**src/rtl/serial_adder_ctrl.sv**
```systemverilog
//------------------------------------------------------------------------------
// serial_adder_ctrl
//
// Bit-serial adder sequencer. Two WIDTH-bit operands and a carry-in are
// summed LSB-first through one shared full-adder cell. The cell is built from
// two half-adder stages and a carry register, and is reused for every bit.
// The final result is presented on registered outputs with a one-cycle done
// pulse.
//
// Optional feature macro: SERIAL_ADDER_SUB_EN
//   When defined, the block gains an i_sub input (two's-complement subtract)
//   and an o_ovf output (signed overflow).
//
// Parameters
//   WIDTH    operand/result width in bits (2..32)
//
// Ports
//   i_clk    rising-edge clock
//   i_rst_n  asynchronous active-low reset
//   i_start  request, sampled only in IDLE
//   i_a      operand A, latched on the accepting edge
//   i_b      operand B, latched on the accepting edge
//   i_cin    carry-in, latched on the accepting edge
//   i_sub    (SERIAL_ADDER_SUB_EN) subtract request, latched with the operands
//   o_busy   high in RUN and DONE
//   o_done   one-cycle completion pulse
//   o_sum    registered result, held until the next completion
//   o_cout   registered final carry, held with o_sum
//   o_ovf    (SERIAL_ADDER_SUB_EN) registered signed overflow, held with o_sum
//
// state | meaning
// ------+---------------------------------------------------------------
// IDLE  | waiting for i_start; operands are latched on the accepting edge
// RUN   | one bit per clock, LSB first, for WIDTH clocks
// DONE  | result registered, o_done high for this single cycle
//------------------------------------------------------------------------------
module serial_adder_ctrl #(
  parameter int unsigned WIDTH = 8
) (
  input  logic             i_clk,
  input  logic             i_rst_n,
  input  logic             i_start,
  input  logic [WIDTH-1:0] i_a,
  input  logic [WIDTH-1:0] i_b,
  input  logic             i_cin,
`ifdef SERIAL_ADDER_SUB_EN
  input  logic             i_sub,
  output logic             o_ovf,
`endif
  output logic             o_busy,
  output logic             o_done,
  output logic [WIDTH-1:0] o_sum,
  output logic             o_cout
);

  localparam int unsigned   CW   = $clog2(WIDTH);
  localparam logic [CW-1:0] LAST = CW'(WIDTH - 1);

  typedef enum logic [1:0] {
    IDLE = 2'd0,
    RUN  = 2'd1,
    DONE = 2'd2
  } state_t;

  state_t           r_state;
  logic [WIDTH-1:0] r_sa;
  logic [WIDTH-1:0] r_sb;
  logic [WIDTH-1:0] r_r;
  logic             r_c;
  logic [CW-1:0]    r_cnt;
  logic             r_busy;
  logic             r_done;
  logic [WIDTH-1:0] r_sum;
  logic             r_cout;

  logic [WIDTH-1:0] w_b_load;
  logic             w_c_load;
  logic             w_p;
  logic             w_g;
  logic             w_s;
  logic             w_c;
  logic [WIDTH-1:0] w_r_next;

`ifdef SERIAL_ADDER_SUB_EN
  logic r_ovf;

  // Subtract is a + ~b + 1; the caller's carry-in is ignored in that mode.
  assign w_b_load = i_sub ? ~i_b : i_b;
  assign w_c_load = i_sub ? 1'b1 : i_cin;
  assign o_ovf    = r_ovf;
`else
  assign w_b_load = i_b;
  assign w_c_load = i_cin;
`endif

  // Shared full-adder cell: first half adder on the operand bits, second
  // half adder folds in the carry register.
  assign w_p      = r_sa[0] ^ r_sb[0];
  assign w_g      = r_sa[0] & r_sb[0];
  assign w_s      = w_p ^ r_c;
  assign w_c      = w_g | (w_p & r_c);
  assign w_r_next = {w_s, r_r[WIDTH-1:1]};

  always_ff @(posedge i_clk or negedge i_rst_n) begin
    if (!i_rst_n) begin
      r_state <= IDLE;
      r_sa    <= '0;
      r_sb    <= '0;
      r_r     <= '0;
      r_c     <= 1'b0;
      r_cnt   <= '0;
      r_busy  <= 1'b0;
      r_done  <= 1'b0;
      r_sum   <= '0;
      r_cout  <= 1'b0;
`ifdef SERIAL_ADDER_SUB_EN
      r_ovf   <= 1'b0;
`endif
    end else begin
      case (r_state)
        IDLE: begin
          r_done <= 1'b0;
          if (i_start) begin
            r_sa    <= i_a;
            r_sb    <= w_b_load;
            r_c     <= w_c_load;
            r_cnt   <= '0;
            r_busy  <= 1'b1;
            r_state <= RUN;
          end
        end
        RUN: begin
          r_r  <= w_r_next;
          r_sa <= {1'b0, r_sa[WIDTH-1:1]};
          r_sb <= {1'b0, r_sb[WIDTH-1:1]};
          r_c  <= w_c;
          if (r_cnt == LAST) begin
            // Counter parks at zero so it never wraps past WIDTH-1.
            r_cnt   <= '0;
            r_sum   <= w_r_next;
            r_cout  <= w_c;
`ifdef SERIAL_ADDER_SUB_EN
            // r_c here is the carry into the MSB, w_c the carry out of it.
            r_ovf   <= r_c ^ w_c;
`endif
            r_done  <= 1'b1;
            r_state <= DONE;
          end else begin
            r_cnt <= r_cnt + CW'(1);
          end
        end
        DONE: begin
          r_done  <= 1'b0;
          r_busy  <= 1'b0;
          r_state <= IDLE;
        end
        default: begin
          r_done  <= 1'b0;
          r_busy  <= 1'b0;
          r_state <= IDLE;
        end
      endcase
    end
  end

  assign o_busy = r_busy;
  assign o_done = r_done;
  assign o_sum  = r_sum;
  assign o_cout = r_cout;

endmodule

```
**config.mk**
```make
export PLATFORM = sky130hd
export DESIGN_NAME = serial_adder_ctrl
export DESIGN_NICKNAME = d
export VERILOG_FILES = /design/src/rtl/serial_adder_ctrl.sv
export SDC_FILE = /design/constraint.sdc
export NUM_CORES = 1
export LEC_CHECK = 0
export CORE_UTILIZATION = 57
export CTS_CLUSTER_DIAMETER = 100
export DETAILED_ROUTE_END_ITERATION = 8
export PLACE_DENSITY = 0.91
export SYNTH_ARGS = -nofsm -noshare
export SYNTH_HDL_FRONTEND = slang
export SYNTH_SLANG_ARGS = --single-unit
```
**constraint.sdc**
```tcl
create_clock -name i_clk -period 2.25 [get_ports i_clk]
set_input_delay 0.675 -clock i_clk [delete_from_list [all_inputs] [get_ports i_clk]]
set_output_delay 0.675 -clock i_clk [all_outputs]
set_load 0.02 [all_outputs]
```
; ---- Word level (Yosys, flattened, before mapping)
; Cells that the tools add are included.
[totals]
ram_bits = 0
word_cells = 43
n_memories = 0
in_bits = 20
latch_bits = 0
out_inout_bits = 11
reg_bits = 41
mem_bits_ro = 0
[op_classes]
reduce_logical = 6
n_mul = 0
bitwise = 6
add_sub_neg = 1
magnitude_cmp = 0
shifts = 0
n_mux = 16
div_mod_pow = 0
n_eq_ne = 4
[op_table]
columns = operator, n
row1 = $pmux W8 S2, 2
row2 = $mux W8, 2
row3 = $reduce_and A2 Y1, 4
row4 = $mux W3, 2
row5 = $pmux W3 S2, 1
row6 = $mux W1, 4
row7 = $mux W2, 2
row8 = $ne A2 B2 Y1 const B, 2
row9 = $pmux W1 S2, 2
row10 = $pmux W2 S2, 1
row11 = $add A3 B1 Y3 const B, 1
row12 = $eq A3 B3 Y1 const B, 1
row13 = $and A1 B1 Y1, 2
row14 = $eq A2 B1 Y1 const B, 1
row15 = $logic_not A2 Y1, 1
row16 = $reduce_bool A2 Y1, 1
row17 = $xor A1 B1 Y1, 2
row18 = $not A1 Y1, 1
row19 = $or A1 B1 Y1, 1

; ---- Depth between registers and ports, before layout
[logic_depth]
word_depth = 4
depth_mapped = 5

; ---- Worst setup path after synthesis
; OpenSTA, ideal clock, no wires.
[synth_timing]
path_kind = register -> register
startpoint = register r_cnt[0]
endpoint = register r_cout (netlist: o_cout)
arrival_ns = 1.350
required_ns = 2.125
synth_period_minus_slack_ns = 1.475
slack_ns = 0.775
stages_incl_launch_ff = 6
path_cell_list = dfrtp_1 ha_1 ha_1 nand3b_1 buf_4 mux2_4
[synth_via]
elab_chain_cells = 2
[synth_rtl]
columns = item, line
row1 = start: declaration, 70  ; logic [CW-1:0] r_cnt;
row2 = start signal: assignment, 149  ; r_cnt <= r_cnt + CW'(1);
row3 = $eq A3 B3 Y1, 137  ; if (r_cnt == LAST) begin
row4 = $reduce_and A2 Y1 (no source line), n/a
row5 = end signal: assignment, 141  ; r_cout <= w_c;
row6 = end: declaration, 74  ; logic r_cout;
; Every way passes these cells.
; A chain may end at the register's enable or synchronous reset.

; ---- Final worst setup path
[layout_timing]
startpoint = register r_sum[7] (netlist: o_sum[7])
endpoint = output port o_sum[7]
[layout_rtl]
columns = item, line
row1 = start: declaration, 73  ; logic [WIDTH-1:0] r_sum;
row2 = start signal: assignment, 140  ; r_sum <= w_r_next;
row3 = end: declaration, 52  ; output logic [WIDTH-1:0] o_sum,
; No word-level cell between the ends.

==> impl_metrics.tcl <==
set metrics [dict create \
    ys_warn_count 0 \
    hold_violations 0 \
    end_kind "output port" \
    start_util_pct 59.8 \
    hold_buffers 0 \
    grt_pass1_vias 1335 \
    worst-path-buf-inv 1 \
    cpLargestDelayFamily "buffers and inverters" \
    grt_pass1_wl_um 6130 \
    cap_viol_max_count 0 \
    die_y_um 61.4 \
    cts_htree_levels 2 \
    synth-seq-cells 40 \
    drc 0 \
    dp.cells 217 \
    synth.top_cells.by_count "dfrtp_1, inv_1, nor3b_1, a211oi_2, nor4b_2" \
    synth.area.top_cells "dfrtp_1, nor4b_2, mux2_4, a211oi_2, nor3b_1" \
    grt_max_degree 41 \
    hold_class "in -> async" \
    cts.sink_count 40 \
    tightest_slew_ns 0.541 \
    synth_cell_type_count 28 \
    avgViaCountPerCell 5.66 \
    drtIter0Drc 51 \
    fin_cells 225 \
    finalWirelength_um 3640 \
    setup_viol 0 \
    antenna_found_initial 0 \
    synth_top_area_share_pct 49.8 \
    cts_buffer_depth 2 \
    clk_pin_slew_ns 0.11 \
    design.core.area_um2 3360 \
    dr.pass1.iters 4 \
    path_max_fanout 2 \
    syn_area_per_cell_um2 13.7 \
    design.die.area_um2 3770 \
    max_freq_ghz 0.499 \
    die_w_um 61.4 \
    hpwl_um 2530 \
    p_per_area_nw_per_um2 1330 \
    postCtsSetupBuffers 0 \
    nFillCells 244 \
    rsz0062_at_grt "no" \
    status "completed" \
    crit_chain "clkdlybuf4s50_1" \
    synth_edf_count 0 \
    slew_headroom_pct 63.8 \
    slowest_stage "clkdlybuf4s50_1" \
    num_vias 1273 \
    core.rowCount 21 \
    post-route-min-period_ns 2.00 \
    clk_latency_ns 0.34 \
    syn_area_um2 2010 \
    cts_tree "built" \
    ant_nets 0 \
    insertedDiodeCount 0 \
    root_buffer "clkbuf_4" \
    skew_ns 0.00366 \
    cts_buffers 5 \
    ys_async_sr_fraction_pct 100 \
    ioPinCount 31 \
    grt.overflow.total 0 \
    post-place-ws_ns 0.177 \
    port_buffers 30 \
    synth-seq-area-share_pct 49.8 \
    critPathLaunchType "flop" \
    synth_ff_type "dfrtp_1" \
    cts_resized 0 \
    peakVddDrop_uv 574 \
    cpPeakStageDelay_ns 0.61 \
    fin_util_pct 71.8 \
    finalCritPeriodShare_pct 89.0 \
    layout.nets 201 \
    track_usage_pct 22.8 \
    synth_top_cell_by_area "dfrtp_1" \
    yosysMostFrequentCell "dfrtp_1" \
    syn_to_final_growth_pct 20.0 \
    leakagePower_nw 1.06 \
    syn_nets 170 \
    critical_path_class "reg -> out" \
    cp.arrival_ns 1.33 \
    drive_above_1_share_pct 27.4 \
    required_ns 1.57 \
    power.total_w 0.00322 \
    synthCells 147 \
    worst_slack_ns 0.248 \
    tns_ns 0 \
    post_drt_wl_per_cell_um 16.2 \
    slew_violations 0 \
    globalplace.congestion 0.834 \
]
==> cell type report <==
| cell class | instances | area (µm²) | share of cell area, % |
|---|---|---|---|
| sequential | 40 | 1000 | 41.5 |
| multi-input combinational | 79 | 857 | 35.5 |
| timing repair buffer | 37 | 348 | 14.4 |
| clock buffer | 7 | 65.1 | 2.69 |
| tap | 46 | 57.6 | 2.38 |
| inverter | 15 | 56.3 | 2.33 |
| clock inverter | 1 | 30.0 | 1.24 |
==> metal layers <==
layer	share of wire [%]	track usage, %
met4	0.77	6.67
met2	51	39.0
met1	44	28.3
met3	4.3	6.72
met5	0	0
==> power breakdown <==
group,internal (W),switching (W)
sequential,0.00106,0.000239
clock,0.000295,0.000230
combinational,0.000753,0.000642
==> cells by family (layout without fill, tap and decap cells) <==
family | Yosys count | after routing | share of synthesized area [%]
AOI/OAI and AO/OA | 24 | 24 | 12.7
muxes | 16 | 16 | 10.6
adders and majority gates | 3 | 3 | 2.24
DFF | 40 | 40 | 49.8
buffers and inverters | 28 | 60 | 7.65
and+or+nand+nor | 36 | 36 | 17.0
==> cells in the final DEF, fill, tap and decap left out, drive strengths merged <==
master | synthesis | final
bufinv | 0 | 1
dfrtp | 40 | 40
a211oi | 10 | 10
clkbuf | 0 | 7
o21bai | 1 | 1
nand2b | 3 | 3
nor2 | 3 | 3
buf | 13 | 8
fa | 1 | 1
a21o | 1 | 1
nand3b | 1 | 1
nor4b | 13 | 13
ha | 2 | 2
a211o | 1 | 1
o21ba | 1 | 1
mux2 | 16 | 16
inv | 15 | 15
clkdlybuf4s50 | 0 | 29
nor3b | 11 | 11
a22o | 3 | 3
or4b | 2 | 2
o221a | 2 | 2
a21oi | 2 | 2
a221oi | 3 | 3
nor4bb | 2 | 2
nor2b | 1 | 1
==> state kept, by name (all words and copies together), names as in the netlist, 2 cells and up <==
signal   flops
o_sum        8
r_state      2
r_cnt        3
r_r          7
r_sa         8
r_sb         8
==> metrics by stage <==
stage	area, µm²	hold WS, ns
final	2410	0.367
after global routing	2410	0.398
after CTS	2410	0.380
after detailed placement	2320	0.477
after global placement	2320	0.469
after floorplan	2010	0.379
==> final timing paths <==
check | from | endpoint | slack [ns] | depth (start not counted)
min in group i_clk | r_sa[7]$_DFFE_PN0P_ | r_sa[7]$_DFFE_PN0P_ | 0.50 | 1
max | o_sum[7]$_DFFE_PN0P_ | o_sum[7] | 0.25 | 1
min | i_rst_n | o_sum[7]$_DFFE_PN0P_ | 0.37 | 2
max in group asynchronous | i_rst_n | r_r[1]$_DFFE_PN0N_ | 1.53 | 2
min reg2reg | r_sa[7]$_DFFE_PN0P_ | r_sa[7]$_DFFE_PN0P_ | 0.50 | 1
max reg2reg | r_state[0]$_DFFE_PN0P_ | r_r[2]$_DFFE_PN0N_ | 0.65 | 2
No activity file was read; power rests on OpenSTA's default activity.
